## config.mk

```make
export PLATFORM = sky130hd
export DESIGN_NAME = mul_div_unit
export DESIGN_NICKNAME = d
export VERILOG_FILES = /design/src/rtl/mul_div_unit.sv
export SDC_FILE = /design/constraint.sdc
export NUM_CORES = 2
export LEC_CHECK = 0
export ABC_AREA = 0
export CAP_MARGIN = 20
export CORE_ASPECT_RATIO = 0.75
export CORE_MARGIN = 10
export CORE_UTILIZATION = 50
export CTS_CLUSTER_SIZE = 25
export DETAILED_ROUTE_END_ITERATION = 12
export PLACE_DENSITY_LB_ADDON = 0.12
export SETUP_SLACK_MARGIN = 0.3
export SYNTH_ARGS = -nofsm -noshare
export SYNTH_HDL_FRONTEND = slang
export SYNTH_SLANG_ARGS = --single-unit
```

## constraint.sdc

```tcl
create_clock -name CLK -period 8.62 [get_ports CLK]
set_input_delay 1.724 -clock CLK [delete_from_list [all_inputs] [get_ports CLK]]
set_output_delay 1.724 -clock CLK [all_outputs]
set_load 0.03 [all_outputs]
```

## src/rtl/mul_div_unit.sv

```systemverilog
// mul_div_unit: multi-cycle RV32M execute unit.
// Multiplies take 2 cycles. Divides use a radix-2 restoring loop of DIV_CYCLES
// iterations. Divide-by-zero and signed overflow are resolved on the short
// (multiply) path.
//
// Handshake: start is sampled only in IDLE. It is accepted when is_md=1 and
// flush=0; busy stays high from the accept edge until the cycle after done.
// done pulses for exactly one cycle, and result is valid in that cycle.
// result then holds its value until the next done.
module mul_div_unit #(
  parameter int XLEN       = 32,
  parameter int DIV_CYCLES = 32
) (
  input  logic            CLK,
  input  logic            RESET_N,
  input  logic            start,
  input  logic            flush,
  input  logic [4:0]      ALU_sel,
  input  logic [XLEN-1:0] operand1,
  input  logic [XLEN-1:0] operand2,
  output logic            is_md,
  output logic            busy,
  output logic            done,
  output logic [XLEN-1:0] result,
  output logic [1:0]      dbg_state
);

  localparam int CW = $clog2(DIV_CYCLES);

  typedef enum logic [1:0] {S_IDLE, S_MUL, S_DIV, S_DONE} state_t;

  state_t          r_state;
  state_t          w_next;
  logic [2:0]      r_op;
  logic [XLEN-1:0] r_a;
  logic [XLEN-1:0] r_b;
  logic [XLEN-1:0] r_rem;
  logic [XLEN-1:0] r_quo;
  logic [XLEN-1:0] r_dvs;
  logic [CW-1:0]   r_cnt;
  logic [XLEN-1:0] r_result;

  // Request decode, taken straight from the live inputs while IDLE.
  logic            w_accept;
  logic            w_signed_div;
  logic            w_special;
  logic [XLEN-1:0] w_abs1;
  logic [XLEN-1:0] w_abs2;

  assign is_md        = (ALU_sel[4:3] == 2'b01);
  assign w_accept     = (r_state == S_IDLE) && start && is_md && !flush;
  assign w_signed_div = is_md && ALU_sel[2] && !ALU_sel[0];
  assign w_special    = ALU_sel[2] &&
                        ((operand2 == '0) ||
                         (w_signed_div && (operand1 == {1'b1, {(XLEN-1){1'b0}}}) &&
                          (operand2 == '1)));
  assign w_abs1       = (w_signed_div && operand1[XLEN-1]) ? (~operand1 + 1'b1) : operand1;
  assign w_abs2       = (w_signed_div && operand2[XLEN-1]) ? (~operand2 + 1'b1) : operand2;

  // One restoring-division step: shift in the next dividend bit, then subtract.
  // Whenever the subtract is taken, the true difference is below the divisor,
  // so the low XLEN bits of the modular subtraction are exact.
  logic [XLEN:0]   w_shift;
  logic            w_ge;
  logic [XLEN-1:0] w_sub;
  logic [XLEN-1:0] w_rem_nx;
  logic [XLEN-1:0] w_quo_nx;
  logic            w_neg_q;
  logic            w_neg_r;
  logic [XLEN-1:0] w_div_res;

  assign w_shift   = {r_rem, r_quo[XLEN-1]};
  assign w_ge      = (w_shift >= {1'b0, r_dvs});
  assign w_sub     = w_shift[XLEN-1:0] - r_dvs;
  assign w_rem_nx  = w_ge ? w_sub : w_shift[XLEN-1:0];
  assign w_quo_nx  = {r_quo[XLEN-2:0], w_ge};
  assign w_neg_q   = !r_op[0] && (r_a[XLEN-1] ^ r_b[XLEN-1]);
  assign w_neg_r   = !r_op[0] && r_a[XLEN-1];
  assign w_div_res = r_op[1] ? (w_neg_r ? (~w_rem_nx + 1'b1) : w_rem_nx)
                             : (w_neg_q ? (~w_quo_nx + 1'b1) : w_quo_nx);

  // Short path: XLEN+1-bit sign/zero-extended multiply, or a div/rem special case.
  logic [XLEN:0]     w_a_ext;
  logic [XLEN:0]     w_b_ext;
  logic [2*XLEN-1:0] w_a_wide;
  logic [2*XLEN-1:0] w_b_wide;
  logic [2*XLEN-1:0] w_prod;
  logic [XLEN-1:0]   w_mul_res;
  logic [XLEN-1:0]   w_spc_res;
  logic [XLEN-1:0]   w_short_res;

  assign w_a_ext     = {((r_op == 3'b001) || (r_op == 3'b010)) && r_a[XLEN-1], r_a};
  assign w_b_ext     = {(r_op == 3'b001) && r_b[XLEN-1], r_b};
  assign w_a_wide    = {{(XLEN-1){w_a_ext[XLEN]}}, w_a_ext};
  assign w_b_wide    = {{(XLEN-1){w_b_ext[XLEN]}}, w_b_ext};
  assign w_prod      = w_a_wide * w_b_wide;
  assign w_mul_res   = (r_op[1:0] == 2'b00) ? w_prod[XLEN-1:0] : w_prod[2*XLEN-1:XLEN];
  // Divide by zero: quotient all ones, remainder is the dividend.
  // Signed overflow: quotient is the dividend (most negative), remainder is zero.
  assign w_spc_res   = (r_b == '0) ? (r_op[1] ? r_a : '1) : (r_op[1] ? '0 : r_a);
  assign w_short_res = r_op[2] ? w_spc_res : w_mul_res;

  // State register.
  always_ff @(posedge CLK or negedge RESET_N) begin
    if (!RESET_N) r_state <= S_IDLE;
    else          r_state <= w_next;
  end

  // Next-state logic: flush aborts MUL/DIV, but never cuts a DONE short.
  always_comb begin
    w_next = r_state;
    case (r_state)
      S_IDLE: if (w_accept) w_next = (!ALU_sel[2] || w_special) ? S_MUL : S_DIV;
      S_MUL:  w_next = flush ? S_IDLE : S_DONE;
      S_DIV:  if (flush) w_next = S_IDLE;
              else if (r_cnt == CW'(DIV_CYCLES-1)) w_next = S_DONE;
      S_DONE: w_next = S_IDLE;
      default: w_next = S_IDLE;
    endcase
  end

  // Datapath: capture at accept, iterate in DIV, and write result on completion.
  always_ff @(posedge CLK or negedge RESET_N) begin
    if (!RESET_N) begin
      r_op     <= '0;
      r_a      <= '0;
      r_b      <= '0;
      r_rem    <= '0;
      r_quo    <= '0;
      r_dvs    <= '0;
      r_cnt    <= '0;
      r_result <= '0;
    end else begin
      case (r_state)
        S_IDLE: if (w_accept) begin
          r_op  <= ALU_sel[2:0];
          r_a   <= operand1;
          r_b   <= operand2;
          r_rem <= '0;
          r_quo <= w_abs1;
          r_dvs <= w_abs2;
          r_cnt <= '0;
        end
        S_MUL: if (!flush) r_result <= w_short_res;
        S_DIV: if (!flush) begin
          r_rem <= w_rem_nx;
          r_quo <= w_quo_nx;
          r_cnt <= r_cnt + 1'b1;
          if (r_cnt == CW'(DIV_CYCLES-1)) r_result <= w_div_res;
        end
        default: ;
      endcase
    end
  end

  assign busy      = (r_state != S_IDLE);
  assign done      = (r_state == S_DONE);
  assign result    = r_result;
  assign dbg_state = r_state;

endmodule

```

# --- Word-level counts from Yosys, hierarchy flattened ---
# Index checks and enable logic that the tools add are counted.
word_totals:
  ff_bits: 202
  inputBits: 73
  output_inout_bits: 37
  word_cells: 98
classes:
  add_sub_neg: 6
  n_mul: 1
  order_cmp: 1
  n_eq_ne: 14
  n_mux: 30
  bitwise_logic: 5
  reduce_logical: 32
ops:
  columns: ["operator", "n"]
  rows:
  - ["2-to-1 mux 32 bit", 18]
  - ["one-hot mux 32 bit (2 select lines)", 3]
  - ["adder 32 x 1 -> 32 bit (second input constant)", 4]
  - ["inverter 32 bit", 4]
  - ["== test 32 bit (second input constant)", 2]
  - ["zero test 32 bit", 2]
  - ["multiplier 33 x 33 -> 64 bit", 1]
  - ["greater-or-equal comparator 33 x 32 -> 1 bit", 1]
  - ["subtractor 32 bit", 1]
  - ["logical AND 1 bit", 14]
  - ["2-to-1 mux 2 bit", 5]
  - ["2-to-1 mux 5 bit", 2]
  - ["one-hot mux 5 bit (2 select lines)", 1]
  - ["inequality test 2 bit (second input constant)", 4]
  - ["one-hot mux 2 bit (4 select lines)", 1]
  - ["nonzero test 2 bit", 3]
  - ["adder 5 x 1 -> 5 bit (second input constant)", 1]
  - ["== test 5 bit (second input constant)", 1]
  - ["== test 2 x 1 -> 1 bit (second input constant)", 2]
  - ["== test 2 bit (second input constant)", 2]
  - ["zero test 1 bit", 4]
  - ["zero test 2 bit", 2]
  - ["AND reduction 2 bit", 2]
  - ["AND reduction 4 bit", 1]
  - ["other kinds (6)", 8]

# --- Logic depth before layout (Yosys ltp) ---
logic_depth:
  word_depth: 11
  ltp_mapped: 34
  depth_no_buf: 31

# --- Worst setup path before layout ---
# Ideal clock, no wire load.
synth_path:
  kind: "register to register"
  startpoint: "register r_op[1]"
  endpoint: "register r_result[26], in the netlist result[26]"
  setup_time_ns: 0.125
  arrival_time_ns: 8.605
  required_time_ns: 8.495
  setup_slack_ns: -0.111
  path_stages_with_launch: 30
  n_path_buf: 3
  period_less_slack_ns: 8.731
  cell_sequence: "dfrtp_1 -> clkbuf_1 -> xnor2_1 -> nor3b_1 -> clkbuf_1 -> nand2_1 -> fa_1 -> fa_1 -> inv_1 -> fa_1 -> inv_1 -> fa_1 -> inv_1 -> fa_1 -> fa_1 -> fa_1 -> inv_1 -> fa_1 -> inv_1 -> ha_1 -> clkbuf_1 -> a21o_1 -> a21o_1 -> a21oi_1 -> nor2b_1 -> o41ai_1 -> nand2b_1 -> a2111oi_0 -> nor4_1 -> a2111oi_0"
synth_via:
  elab_chain_len: 8
  word_cells_on_any_way: 17
  classes_between: "mul (1); eq/ne (2); mux (10); reduce/logical (4)"
synth_rtl:
  columns: ["element", "line", "rtl"]
  rows:
  - ["start: declaration", "34", "logic [2:0] r_op;"]
  - ["start signal: assignment", "136", "r_op <= ALU_sel[2:0];"]
  - ["== test 3 x 1 -> 1 bit / == test 3 x 2 -> 1 bit (equally long branches)", "92, 93", null]
  - ["logical OR 1 bit", "92", "assign w_a_ext = {((r_op == 3'b001) || (r_op == 3'b010)) && r_a[XLEN-1], r_a};"]
  - ["logical AND 1 bit", "92", null]
  - ["multiplier 33 x 33 -> 64 bit", "96", "assign w_prod = w_a_wide * w_b_wide;"]
  - ["2-to-1 mux 32 bit", "97", "assign w_mul_res = (r_op[1:0] == 2'b00) ? w_prod[XLEN-1:0] : w_prod[2*XLEN-1:XLEN];"]
  - ["2-to-1 mux 32 bit", "101", "assign w_short_res = r_op[2] ? w_spc_res : w_mul_res;"]
  - ["2-to-1 mux 32 bit", "144", "S_MUL: if (!flush) r_result <= w_short_res;"]
  - ["one-hot mux 32 bit (2 select lines) (*)", "134", "case (r_state)"]
  - ["end signal: assignment", "144", null]
  - ["end signal: assignment", "149", "if (r_cnt == CW'(DIV_CYCLES-1)) r_result <= w_div_res;"]
  - ["end: declaration", "41", "logic [XLEN-1:0] r_result;"]
# Every way passes the cells marked *; elsewhere a longest branch is shown, timed or not. The select of a mux whose other input is x is not followed.
# A chain may end at the register's enable or synchronous reset.

# --- Worst setup path in the final report ---
layout_path:
  startpoint: "register r_op[0]"
  endpoint: "register r_result[27], in the netlist result[27]"
# Same word-level chain as after synthesis.

==> flow_results.org <==
** Global routing
- The via count of the first global-routing pass was 43.5k.
- Number of antenna violations at the first check in global routing :: 8
- First-pass GRT wire length :: 272000 microns
- Maximum number of pins on one net before global-route repair :: between 100 and 150
- GRT Total Usage :: about 30%
- Aggregate global routing overflow :: 0

** Layout
- Leaving out fill and tap cells, the most frequent cell in the layout is sky130_fd_sc_hd__inv_1.
- Finished Cell Area :: about 58000 sq um
- The area growth from synthesis to layout is 9.90%.
- For this run, the post-layout net count is roughly 7.6k.
- Proportion of layout cells with a drive suffix above 1 :: under 10%
- In the layout the commonest cells are 1216 x sky130_fd_sc_hd__inv_1, 1133 x sky130_fd_sc_hd__nand2_1, 1116 x sky130_fd_sc_hd__fa_1, 315 x sky130_fd_sc_hd__and2_1, 233 x sky130_fd_sc_hd__ha_1.

** Clocking
- Root buffer cell :: sky130_fd_sc_hd__clkbuf_16
- TritonCTS created 27 clock buffers.
- TritonCTS built the clock tree.
- Clk_lat worst skew :: about 0.62 ns
- Clock sink count :: 201
- Clock slew seen by the registers of the worst setup and hold paths :: ~0.070 ns
- Longest Clk Path Bufs :: 3
- CTS H-tree lvls :: 1
- Hold_buf cts :: 0

** Die
- After floorplanning, the core was divided into between 100 and 150 placement rows.
- Total die area :: 119000 sq um
- Boundary pin count :: between 100 and 150
- Once the floorplan was initialized, standard cells occupied 50.7% of the core.
- Die outline width :: 394 microns
- The die is about 300 microns tall.
- The floorplan step defined a core boundary enclosing between 100000 and 150000 sq um.

** Routing
- The pre-antenna-repair detailed-routing pass consisted of 6 iterations.
- After detailed routing, the average wire length per cell comes to about 23 microns.
- For this run, design rule violations remaining after detail routing come to 0.
- Vias per inst :: 5.61
- The detailed router placed ~42k vias in this run.
- Post-route ant nets :: 0
- DRT iter0 DRCs :: approximately 4k
- Summed over all layers, the routed wires come to ~170000 microns.

** Setup path
- In this run the worst setup path begins at r_op[0].
- In this design, the stage delay of the slowest critical-path cell is around 0.52 ns.
- In this run the worst path has a maximum fanout of 33.
- On the critical path, the stage with the largest delay is an instance of sky130_fd_sc_hd__fa_1.
- STA classifies the critical path startpoint as a flop.
- For the worst setup path, the data arrival time is around 8.6 ns.
- In this run the critical register-to-register path is launched from r_op[0].
- The worst setup path is captured at a flop.
- Cell type with the highest occurrence count on the critical path :: sky130_fd_sc_hd__fa_1
- STA puts the critical path data required time at 9.09 ns.
- The worst setup path is of the flop to flop kind.

** Synth
- Area of the mapped netlist :: approximately 53000 sq um
- Synthesis inferred approximately 200 register bits.
- Post-Syn Nets :: between 7k and 8k
- Gate Count Post-Synth :: ~6.1k
- During synthesis, Yosys emitted a total of 0 warnings.
- Each instance of the synthesized netlist takes up on average 8.56 sq um.
- Number of different library cells in the post-synthesis netlist :: 87
- Of all flip-flops after synthesis, the portion carrying an async set or reset was 100%.
- In the synthesized netlist the dominant register cell turns out to be sky130_fd_sc_hd__dfrtp_1.
- Summing the sequential cell areas from Yosys gives 9.57% of the chip area.
- Number of synthesized flops with an enable pin :: 0
- In the post-synthesis netlist, the biggest area contributors are sky130_fd_sc_hd__fa_1 43%, sky130_fd_sc_hd__dfrtp_1 9.6%, sky130_fd_sc_hd__inv_1 8.8%, sky130_fd_sc_hd__nand2_1 8.1%, sky130_fd_sc_hd__ha_1 6.1%.
- The biggest area contributor in the post-synthesis netlist is sky130_fd_sc_hd__fa_1.
- Synth top area share :: between 40% and 50%

** STA
- Number of pins exceeding their max-slew limit in the final report :: 0
- Final-layout setup total negative slack :: 0 ns
- For the pin with the worst max-slew slack, the measured transition is 1.16 ns.
- Shortest period the worst path allows :: 8.08 ns
- Final period util :: a little over nine tenths
- Setup repair after global routing could not meet its margin everywhere.
- Final setup violation count :: 0
- Headroom to the max-slew limit came out at 22.9%.
- Max Clk Rate :: ~120 MHz
- The hold violation total from the final report was 0.
- Final worst clock skew :: roughly 0.056 ns

** Placed design
- In this run the tool buffered the top-level ports with roughly 110 buffer cells.
- Gpl congestion :: 0.970
- Placed Area :: between 50000 and 60000 sq um
- Detailed placement ended at an HPWL of around 140000 microns.

** Worst hold path
- The startpoint identified for the worst hold timing path is r_dvs[5].
- Worst hold-check path type :: flop to flop

** Outcome
- Outcome :: completed

** Flow run
- Max-Cap Viols :: 0
[path summary, 6_finish.rpt]
path | to | slack, ns | depth (start not counted)
setup reg to reg | result[27] | 0.54 | 30
max in group asynchronous | r_a[26] | 6.05 | 2
min in group asynchronous | r_dvs[19] | 1.18 | 1
hold / removal | r_dvs[5] | 0.48 | 2
setup / recovery | result[27] | 0.54 | 30
hold reg to reg | r_dvs[5] | 0.48 | 2
[synthesized netlist by cell type (12+ instances only)]
library cell                  n
sky130_fd_sc_hd__inv_1     1227
sky130_fd_sc_hd__nand2_1   1135
sky130_fd_sc_hd__fa_1      1126
sky130_fd_sc_hd__clkbuf_1   354
sky130_fd_sc_hd__and2_1     318
sky130_fd_sc_hd__ha_1       257
sky130_fd_sc_hd__o21ai_0    236
sky130_fd_sc_hd__dfrtp_1    201
sky130_fd_sc_hd__nor2_1     196
sky130_fd_sc_hd__a21oi_1    195
sky130_fd_sc_hd__xnor2_1    114
sky130_fd_sc_hd__xor2_1      90
sky130_fd_sc_hd__nand3_1     78
sky130_fd_sc_hd__a21o_1      54
sky130_fd_sc_hd__nor3_1      44
sky130_fd_sc_hd__mux2i_1     40
sky130_fd_sc_hd__a31oi_1     35
sky130_fd_sc_hd__nand4_1     30
sky130_fd_sc_hd__nand2b_1    29
sky130_fd_sc_hd__nor4_1      27
sky130_fd_sc_hd__a211oi_1    25
sky130_fd_sc_hd__or3_1       25
sky130_fd_sc_hd__o21a_1      21
sky130_fd_sc_hd__or2_2       20
sky130_fd_sc_hd__o31ai_1     19
sky130_fd_sc_hd__o211ai_1    18
sky130_fd_sc_hd__nor2b_1     17
sky130_fd_sc_hd__o22ai_1     14
sky130_fd_sc_hd__or4_1       12
[sequential cells by signal (all words and copies together), names as in the netlist]
signal / flops
dbg_state: 2
r_rem: 32
r_dvs: 31
r_quo: 32
r_a: 32
result: 32
r_b: 32
r_cnt: 5
r_op: 3
[logic make-up (layout without fill, tap and decap cells)]
family | after synthesis | after routing | share of synthesized area [%]
XOR/XNOR | 204 | 204 | 3.40
AND/OR/NAND/NOR | 1976 | 1976 | 17.0
multiplexers | 41 | 41 | 0.783
AO/OA/AOI/OAI | 734 | 734 | 8.74
flip-flops | 201 | 201 | 9.57
other | 0 | 2 | 0
adder cells (fa/ha/maj) | 1383 | 1383 | 49.0
buffers and inverters | 1601 | 1622 | 11.5
[layout make-up]
| cell class | count | area (sq um) |
|---|---|---|
| multi-input cells | 4338 | 41900 |
| flip-flops and latches | 201 | 5050 |
| repair buffers | 345 | 3470 |
| clock buffers | 34 | 752 |
| clock inverters | 15 | 194 |
| well taps | 1404 | 1760 |
| inverters | 1228 | 4620 |
| diodes | 2 | 5.00 |
| fillers | 9688 | 46000 |
[worst max-delay path, delay by kind of cell, from the launching register on]
family	cells	cell delay [ns]
adders and majority gates	9	4.17
AOI/OAI and AO/OA	10	1.87
buffers and inverters	6	0.75
and+or+nand+nor	4	0.67
DFF	1	0.40
muxes	1	0.11
[metal layers]
metal  track usage, %  up-vias  routed length (microns)  part of all wire, %
li1                 -    18600                        -                    -
met1             44.6    21800                    79300                   46
met2             42.4     1816                    71200                   41
met3             5.66      241                    16300                  9.4
met4             9.50        2                     7020                  4.0
met5                0        -                       13               0.0075
[metrics by stage]
stage	hold WS, ns	util (%)	setup slack [ns]	cells
after global routing	0.509	55.7	0.232	7565
after floorplan	0.450	-	0.311	6140
after global placement	0.461	54.2	0.256	7496
final	0.483	55.7	0.537	7567
after detailed placement	0.471	54.2	0.195	7498
after CTS	0.485	55.2	0.276	7549
[timing repair]
action / CTS / global route
resized for setup: 4 / 115
setup endpoints to repair: 6 / 24
buffers inserted: 2 / 12
pin swaps: 1 / 57
cloned: 0 / 1
Power is not shown: default switching activity piles up to over one toggle a cycle in this logic, so the estimate is an artifact.
